--- src/rtl/fetch_unit.sv ---
// ---------------------------------------------------------------------------
// fetch_unit -- instruction fetch sequencer.
//
// Waits in IDLE for start, then reads one 16-bit instruction word from the
// instruction memory at the current PC. Each completed read updates the
// instruction register and advances the PC by one. The PC wraps from 1023
// to 0. In EXEC, the control unit chooses what happens next: halt stops the
// sequencer, branch loads a new PC and fetches again, and next fetches the
// following word.
//
// Optional feature: define FETCH_TIMEOUT_EN to bound the wait for mem_ack.
// The sequencer then enters ERROR and raises err once TIMEOUT cycles without
// an ack have been counted. Without the macro, FETCH waits forever and err is
// tied low.
//
// Parameters:
//   RESET_PC    PC value loaded by RESET
//   TIMEOUT     ack-less FETCH cycles tolerated (FETCH_TIMEOUT_EN only)
// Ports:
//   CLK, RESET            clock, synchronous active-high reset
//   start                 leave IDLE and begin fetching
//   mem_req/mem_addr      memory read request / address (always equals pc)
//   mem_rdata/mem_ack     read data / read-complete strobe
//   ir_data/ir_w          instruction register data / one-cycle write enable
//   next/branch/halt      control unit requests (used in EXEC only)
//   branch_addr           branch target
//   pc                    program counter
//   state_o               IDLE=0 FETCH=1 EXEC=2 HALTED=3 ERROR=4
//   err                   fetch timeout flag
// ---------------------------------------------------------------------------
module fetch_unit #(
    parameter logic [9:0] RESET_PC = 10'd0,
    parameter int         TIMEOUT  = 15
) (
    input  logic        CLK,
    input  logic        RESET,
    input  logic        start,
    output logic        mem_req,
    output logic [9:0]  mem_addr,
    input  logic [15:0] mem_rdata,
    input  logic        mem_ack,
    output logic [15:0] ir_data,
    output logic        ir_w,
    input  logic        next,
    input  logic        branch,
    input  logic [9:0]  branch_addr,
    input  logic        halt,
    output logic [9:0]  pc,
    output logic [2:0]  state_o,
    output logic        err
);

    typedef enum logic [2:0] {
        S_IDLE   = 3'd0,
        S_FETCH  = 3'd1,
        S_EXEC   = 3'd2,
        S_HALTED = 3'd3,
        S_ERROR  = 3'd4
    } state_t;

    state_t      state_q, state_d;
    logic [9:0]  pc_q, pc_d;
    logic [15:0] ir_data_q, ir_data_d;
    logic        ir_w_q, ir_w_d;
    logic        mem_req_q, mem_req_d;

`ifdef FETCH_TIMEOUT_EN
    // One spare bit so the count can hold TIMEOUT itself without wrapping.
    localparam int CW = $clog2(TIMEOUT + 2);
    logic [CW-1:0] tmo_cnt_q, tmo_cnt_d;
    logic          err_q, err_d;
`endif

    always_comb begin
        state_d   = state_q;
        pc_d      = pc_q;
        ir_data_d = ir_data_q;
        ir_w_d    = 1'b0;
`ifdef FETCH_TIMEOUT_EN
        tmo_cnt_d = tmo_cnt_q;
        err_d     = err_q;
`endif
        case (state_q)
            S_IDLE: begin
                if (start) begin
                    state_d = S_FETCH;
`ifdef FETCH_TIMEOUT_EN
                    tmo_cnt_d = '0;
`endif
                end
            end
            S_FETCH: begin
                if (mem_ack) begin
                    ir_data_d = mem_rdata;
                    ir_w_d    = 1'b1;
                    pc_d      = pc_q + 10'd1;   // natural 10-bit wrap
                    state_d   = S_EXEC;
                end
`ifdef FETCH_TIMEOUT_EN
                else if (tmo_cnt_q == CW'(TIMEOUT)) begin
                    state_d = S_ERROR;
                    err_d   = 1'b1;
                end else begin
                    tmo_cnt_d = tmo_cnt_q + 1'b1;
                end
`endif
            end
            S_EXEC: begin
                // Priority: halt > branch > next; no request holds.
                if (halt) begin
                    state_d = S_HALTED;
                end else if (branch) begin
                    pc_d    = branch_addr;
                    state_d = S_FETCH;
`ifdef FETCH_TIMEOUT_EN
                    tmo_cnt_d = '0;
`endif
                end else if (next) begin
                    state_d = S_FETCH;
`ifdef FETCH_TIMEOUT_EN
                    tmo_cnt_d = '0;
`endif
                end
            end
            S_HALTED, S_ERROR: begin
                state_d = state_q;   // only RESET leaves these
            end
            default: begin
                state_d = S_IDLE;
            end
        endcase
        // Registered request: high exactly while the state is FETCH.
        mem_req_d = (state_d == S_FETCH);
    end

    always_ff @(posedge CLK) begin
        if (RESET) begin
            state_q   <= S_IDLE;
            pc_q      <= RESET_PC;
            ir_data_q <= 16'd0;
            ir_w_q    <= 1'b0;
            mem_req_q <= 1'b0;
`ifdef FETCH_TIMEOUT_EN
            tmo_cnt_q <= '0;
            err_q     <= 1'b0;
`endif
        end else begin
            state_q   <= state_d;
            pc_q      <= pc_d;
            ir_data_q <= ir_data_d;
            ir_w_q    <= ir_w_d;
            mem_req_q <= mem_req_d;
`ifdef FETCH_TIMEOUT_EN
            tmo_cnt_q <= tmo_cnt_d;
            err_q     <= err_d;
`endif
        end
    end

    assign mem_req  = mem_req_q;
    assign mem_addr = pc_q;
    assign pc       = pc_q;
    assign ir_data  = ir_data_q;
    assign ir_w     = ir_w_q;
    assign state_o  = state_q;
`ifdef FETCH_TIMEOUT_EN
    assign err      = err_q;
`else
    assign err      = 1'b0;
`endif

endmodule

--- config.mk ---
export PLATFORM = sky130hd
export DESIGN_NAME = fetch_unit
export DESIGN_NICKNAME = d
export VERILOG_FILES = /design/src/rtl/fetch_unit.sv
export SDC_FILE = /design/constraint.sdc
export NUM_CORES = 1
export LEC_CHECK = 0
export BUFFER_PORTS_ARGS = -buffer_cell sky130_fd_sc_hd__clkbuf_2
export CORE_UTILIZATION = 50
export CTS_BUF_LIST = sky130_fd_sc_hd__clkbuf_4 sky130_fd_sc_hd__clkbuf_8
export CTS_CLUSTER_DIAMETER = 120
export CTS_CLUSTER_SIZE = 10
export DETAILED_ROUTE_END_ITERATION = 6
export GPL_TIMING_DRIVEN = 0
export PLACE_DENSITY = 0.9
export SLEW_MARGIN = 20
export SYNTH_ARGS = -nofsm -noshare
export SYNTH_HDL_FRONTEND = slang
export SYNTH_SLANG_ARGS = --single-unit
--- constraint.sdc ---
create_clock -name CLK -period 2.3 [get_ports CLK]
set_clock_uncertainty 0.05 [all_clocks]
set_input_delay 0.345 -clock CLK [delete_from_list [all_inputs] [get_ports CLK]]
set_output_delay 0.345 -clock CLK [all_outputs]
set_load 0.005 [all_outputs]
=== After elaboration in Yosys (flattened, before gate mapping) ===
Cells that the tools add are included.

* Register bits: 31
* Input bits: 33
* Output and inout bits: 42
* Logic and storage cells: 32

* Add/subtract/negate cells: 1
* Eq/ne operators: 8
* Mux-type cells: 11
* Bitwise logic cells: 1
* Reduce and logical (&&, ||, !) cells: 6

{| class="wikitable"
|+ Operators by type and width
! operator !! number
|-
| 10-bit 2-to-1 mux || 3
|-
| 10-bit case mux with 2 select lines || 1
|-
| 3-bit 2-to-1 mux || 5
|-
| 3-bit case mux with 4 select lines || 1
|-
| 10-bit by 1-bit adder with 10-bit output (second input constant) || 1
|-
| 3-bit by 1-bit equality test with 1-bit output (second input constant) || 2
|-
| 3-bit by 2-bit equality test with 1-bit output (second input constant) || 2
|-
| 2-bit != test (second input constant) || 3
|-
| 4-bit AND reduction || 1
|-
| 2-bit OR reduction || 2
|-
| 3-bit equality test (second input constant) || 1
|-
| 3-bit logical NOT || 1
|-
| 2-bit AND reduction || 1
|-
| 2-bit nonzero test || 1
|-
| 1-bit 2-to-1 mux || 1
|-
| 1-bit inverter || 1
|}

=== Depth between registers and ports, before layout ===
* Word-level depth: 5
* Depth in mapped cells: 6

=== Least setup slack after synthesis ===
No wires, ideal clock.

* Kind: register to register
* From: reg pc_q[0] (netlist: mem_addr[0])
* To: reg pc_q[8] (netlist: mem_addr[8])
* Setup time: 0.135 ns
* Data arrival time: 1.297 ns
* Data required time: 2.115 ns
* Setup slack: 0.818 ns
* Cell stages (with the launch flop): 6
* Buffers on the path: 0
* Period minus slack after synthesis: 1.482 ns
* Cell sequence: dfxtp_1 ha_1 nand4_1 or3_1 o21ai_0 a211oi_1

* Cells in the longest elaborated chain, start to end: 3

{| class="wikitable"
|+ Ends and longest elaborated chain
! item !! RTL line !! RTL
|-
| from (decl) || 62 || <nowiki>logic [9:0] pc_q, pc_d;</nowiki>
|-
| from (signal assigned) || 149 || <nowiki>pc_q <= pc_d;</nowiki>
|-
| 10-bit by 1-bit adder with 10-bit output || 96 || <nowiki>pc_d = pc_q + 10'd1;</nowiki>
|-
| 10-bit 2-to-1 mux || 93 || <nowiki>if (mem_ack) begin</nowiki>
|-
| 10-bit case mux with 2 select lines || 83 || <nowiki>case (state_q)</nowiki>
|}

Every way passes these cells. The select of a mux whose other input is x is not followed.
A chain may end at the register's enable or synchronous reset.

=== Final worst setup path ===
* From: reg state_q[1] (netlist: state_o[1])
* To: reg pc_q[2] (netlist: mem_addr[2])

* Cells in the longest elaborated chain, start to end: 3
* Elaborated cells between the ends (all ways): 8

{| class="wikitable"
|+ Ends and longest elaborated chain
! item !! RTL line !! RTL
|-
| from (decl) || 61 || <nowiki>state_t state_q, state_d;</nowiki>
|-
| from (signal assigned) || 148 || <nowiki>state_q <= state_d;</nowiki>
|-
| 3-bit by 2-bit equality test with 1-bit output or 3-bit by 1-bit equality test with 1-bit output (tied branches) || 83 ||
|-
| 2-bit != test (no line) or 2-bit nonzero test (tied branches) || n/a ||
|-
| 4-bit AND reduction (no line) || n/a ||
|}

Several ways; a longest one is shown, not always the timed one.

==> impl_metrics.env <==
export IMPL_outcome="finished with violations"
export IMPL_violations="design-rule violations"
export IMPL_antenna_found_initial=0
export IMPL_fin_tns_setup_ns=0
export IMPL_critical_path_max_fanout=10
export IMPL_clk_path_buf_depth=2
export IMPL_die_y_um=56.8
export IMPL_vias=1560
export IMPL_arrival_ns=1.95
export IMPL_die_area_um2=3220
export IMPL_fin_ws_ns=0.505
export IMPL_cts_made_buffers=5
export IMPL_rsz0062_at_grt="false"
export IMPL_setup_viol=0
export IMPL_fin_nets=302
export IMPL_pre_cts_ws_ns=0.584
export IMPL_cpPeakStageDelay_ns=0.48
export IMPL_wl_mm=3.59
export IMPL_slew_viol_final=0
export IMPL_netlist_instances=188
export IMPL_p_leak_nw=0.890
export IMPL_cts_tree="built"
export IMPL_placementRows=19
export IMPL_post_route_period_util_pct=78.0
export IMPL_endpoint_kind="register"
export IMPL_dpl_hpwl_mm=2.67
export IMPL_overflow=0
export IMPL_crit_chain="nor3b_2, buf_2, nor3b_1, o21ai_0, a21oi_1"
export IMPL_synth_top_area_share_pct=41.4
export IMPL_drtAntennaViolNets=0
export IMPL_synth_seq_area_share_pct=41.4
export IMPL_drive_gt1_share_pct=38.7
export IMPL_post_cts_setup_buffers=0
export IMPL_drt_iter0_markers=69
export IMPL_synth_net_count=222
export IMPL_grt_max_degree=11
export IMPL_yosys_top_cells_count="nand2_1 (37), dfxtp_1 (31), a21oi_1 (24)"
export IMPL_synth_seq_cells=31
export IMPL_hold_buffers=0
export IMPL_yosysMostFrequentCell="nand2_1"
export IMPL_grt_pass1_wl_mm=5.74
export IMPL_cts_clk_slew_worst_paths_ns=0.10
export IMPL_syn2layout_area_growth_pct=30.8
export IMPL_fin_crit_ns=1.79
export IMPL_wire_per_inst_um=12.0
export IMPL_critical_path_required_ns=2.46
export IMPL_grt_usage_pct=23.1
export IMPL_rrSetupSlack_ns=0.51
export IMPL_fillers=246
export IMPL_htree_levels=2
export IMPL_synthFlopType="dfxtp_1"
export IMPL_grt_pass1_vias=1344
export IMPL_syn_avg_cell_area_um2=7.98
export IMPL_maxCapViolations=0
export IMPL_clk_latency_ns=0.33
export IMPL_cts_sinks=31
export IMPL_coreArea_um2=2810
export IMPL_yosys_warnings=0
export IMPL_ir_worst_vdd_mv=0.305
export IMPL_worst_path_max_delay_cell="dfxtp_1"
export IMPL_finalHoldViolCount=0
export IMPL_initial_core_util_pct=53.5
export IMPL_crit_type="register to register"
export IMPL_ys_async_sr_fraction_pct=0
export IMPL_synthesis_area_um2=1500
export IMPL_worstMarginPinSlew_ns=0.504
export IMPL_p_per_area_nw_per_um2=551
export IMPL_crit_buf_inv=1
export IMPL_utilization_pct=69.9
export IMPL_cts_resized=0
export IMPL_hold_path_class="input pin to register"
export IMPL_synth_edf_count=0
export IMPL_synth_top_cell_by_area="dfxtp_1"
export IMPL_ios=75
export IMPL_gp_congestion=0.799
export IMPL_slew_headroom_pct=66.4
export IMPL_viasPerCell=5.20
export IMPL_ys_types=40
export IMPL_p_total_w=0.00108
export IMPL_fmax_mhz=557
export IMPL_path_delay_family="simple AND/OR/NAND/NOR gates"
export IMPL_synthTopCellsByArea="dfxtp_1 (41%), nand2_1 (9.3%), a21oi_1 (8.0%), buf_4 (6.0%), o21ai_0 (4.0%)"
export IMPL_clockRootBuffer="clkbuf_4"
export IMPL_antenna_cells=0
export IMPL_die_w_um=56.8
export IMPL_start_kind="register"
export IMPL_io_buffers=73
export IMPL_drtPass1Iterations=7
export IMPL_drc_errors=8
registers in the layout, summed over array words and instances (netlist names):
name      cells
mem_addr     10
ir_data      16
state_o       3
mem_req       1
ir_w          1
layout make-up:
cell class	instances	area [µm²]	share of cell area, %
Clock buffer	7	52.6	2.68
Timing Repair Buffer	73	365	18.6
Multi-Input combinational cell	134	734	37.4
Clock inverter	1	5.00	0.255
Buffer	21	138	7.02
Inverter	2	7.51	0.383
Tap cell	31	38.8	1.98
Sequential cell	31	621	31.6
path summary, 6_finish.rpt:
check,start,end,cells past startpoint
setup / recovery,state_o[1]$_SDFF_PP0_,mem_addr[2]$_SDFFE_PP0P_,5
hold / removal,mem_rdata[4],ir_data[4]$_SDFFE_PP0P_,3
hold reg to reg,ir_data[7]$_SDFFE_PP0P_,ir_data[7]$_SDFFE_PP0P_,2
setup reg to reg,state_o[1]$_SDFF_PP0_,mem_addr[2]$_SDFFE_PP0P_,5
through the flow:
step           cells  hold slack, ns  area [µm²]
3_5_place_dp     292           0.398        1900
3_3_place_gp     292           0.392        1900
4_1_cts          300           0.169        1960
5_1_grt          300           0.175        1960
2_1_floorplan    188           0.403        1500
6_report         300           0.173        1960
layer usage:
layer | track usage (%) | up-vias | routed length, µm
met4 | 11.5 | 0 | 62
met1 | 27.9 | 700 | 1600
met3 | 5.53 | 8 | 194
met5 | 0 | - | 0
met2 | 38.1 | 49 | 1730
li1 | - | 803 | -
power by group:
| part | leakage (nW) | switching, W | internal [W] |
|---|---|---|---|
| Clock | 0.0361 | 0.000184 | 0.000143 |
| Combinational | 0.602 | 0.0000851 | 0.0000873 |
| Sequential | 0.252 | 0.0000223 | 0.000561 |
worst reg2reg max path: cells and delay by family, from the launching register on:
kind                   cells  cell delay [ns]
AOI/OAI and AO/OA          2             0.30
buffers and inverters      1             0.31
DFF                        1             0.48
and+or+nand+nor            2             0.54
layout by cell type (no fill, tap or decap), drive strengths merged:
master / synthesis / routed
and4bb: 1 / 1
dfxtp: 31 / 31
or3: 2 / 2
a211oi: 1 / 1
o21ba: 1 / 1
o311ai: 1 / 1
nand4: 3 / 3
a211o: 2 / 2
a21oi: 24 / 24
inv: 2 / 2
o21ai: 16 / 16
or3b: 1 / 1
nand2b: 2 / 2
nor2b: 4 / 4
a22oi: 1 / 1
nand3: 5 / 5
buf: 18 / 18
nor3b: 2 / 2
nor4: 2 / 2
and2: 6 / 6
a311oi: 1 / 1
a31oi: 1 / 1
o21bai: 1 / 1
mux2i: 1 / 1
clkbuf: 3 / 83
nor2: 6 / 6
o21a: 2 / 2
clkinv: 0 / 1
nor4b: 1 / 1
conb: 1 / 1
ha: 1 / 1
o211ai: 1 / 1
nor3: 6 / 6
nand2: 37 / 37
and3b: 1 / 1
cells by family (layout without fill, tap and decap cells):
family                   count (synthesis)  count (layout)  synth area share, %
buffers and inverters                   23             104                 9.67
AND/OR/NAND/NOR                         79              79                 26.5
adder cells (fa/ha/maj)                  1               1                0.834
AO/OA/AOI/OAI                           52              52                 20.7
flip-flops                              31              31                 41.4
multiplexers                             1               1                0.667
other                                    1               1                0.250
Power figures use the tool's default switching activity.
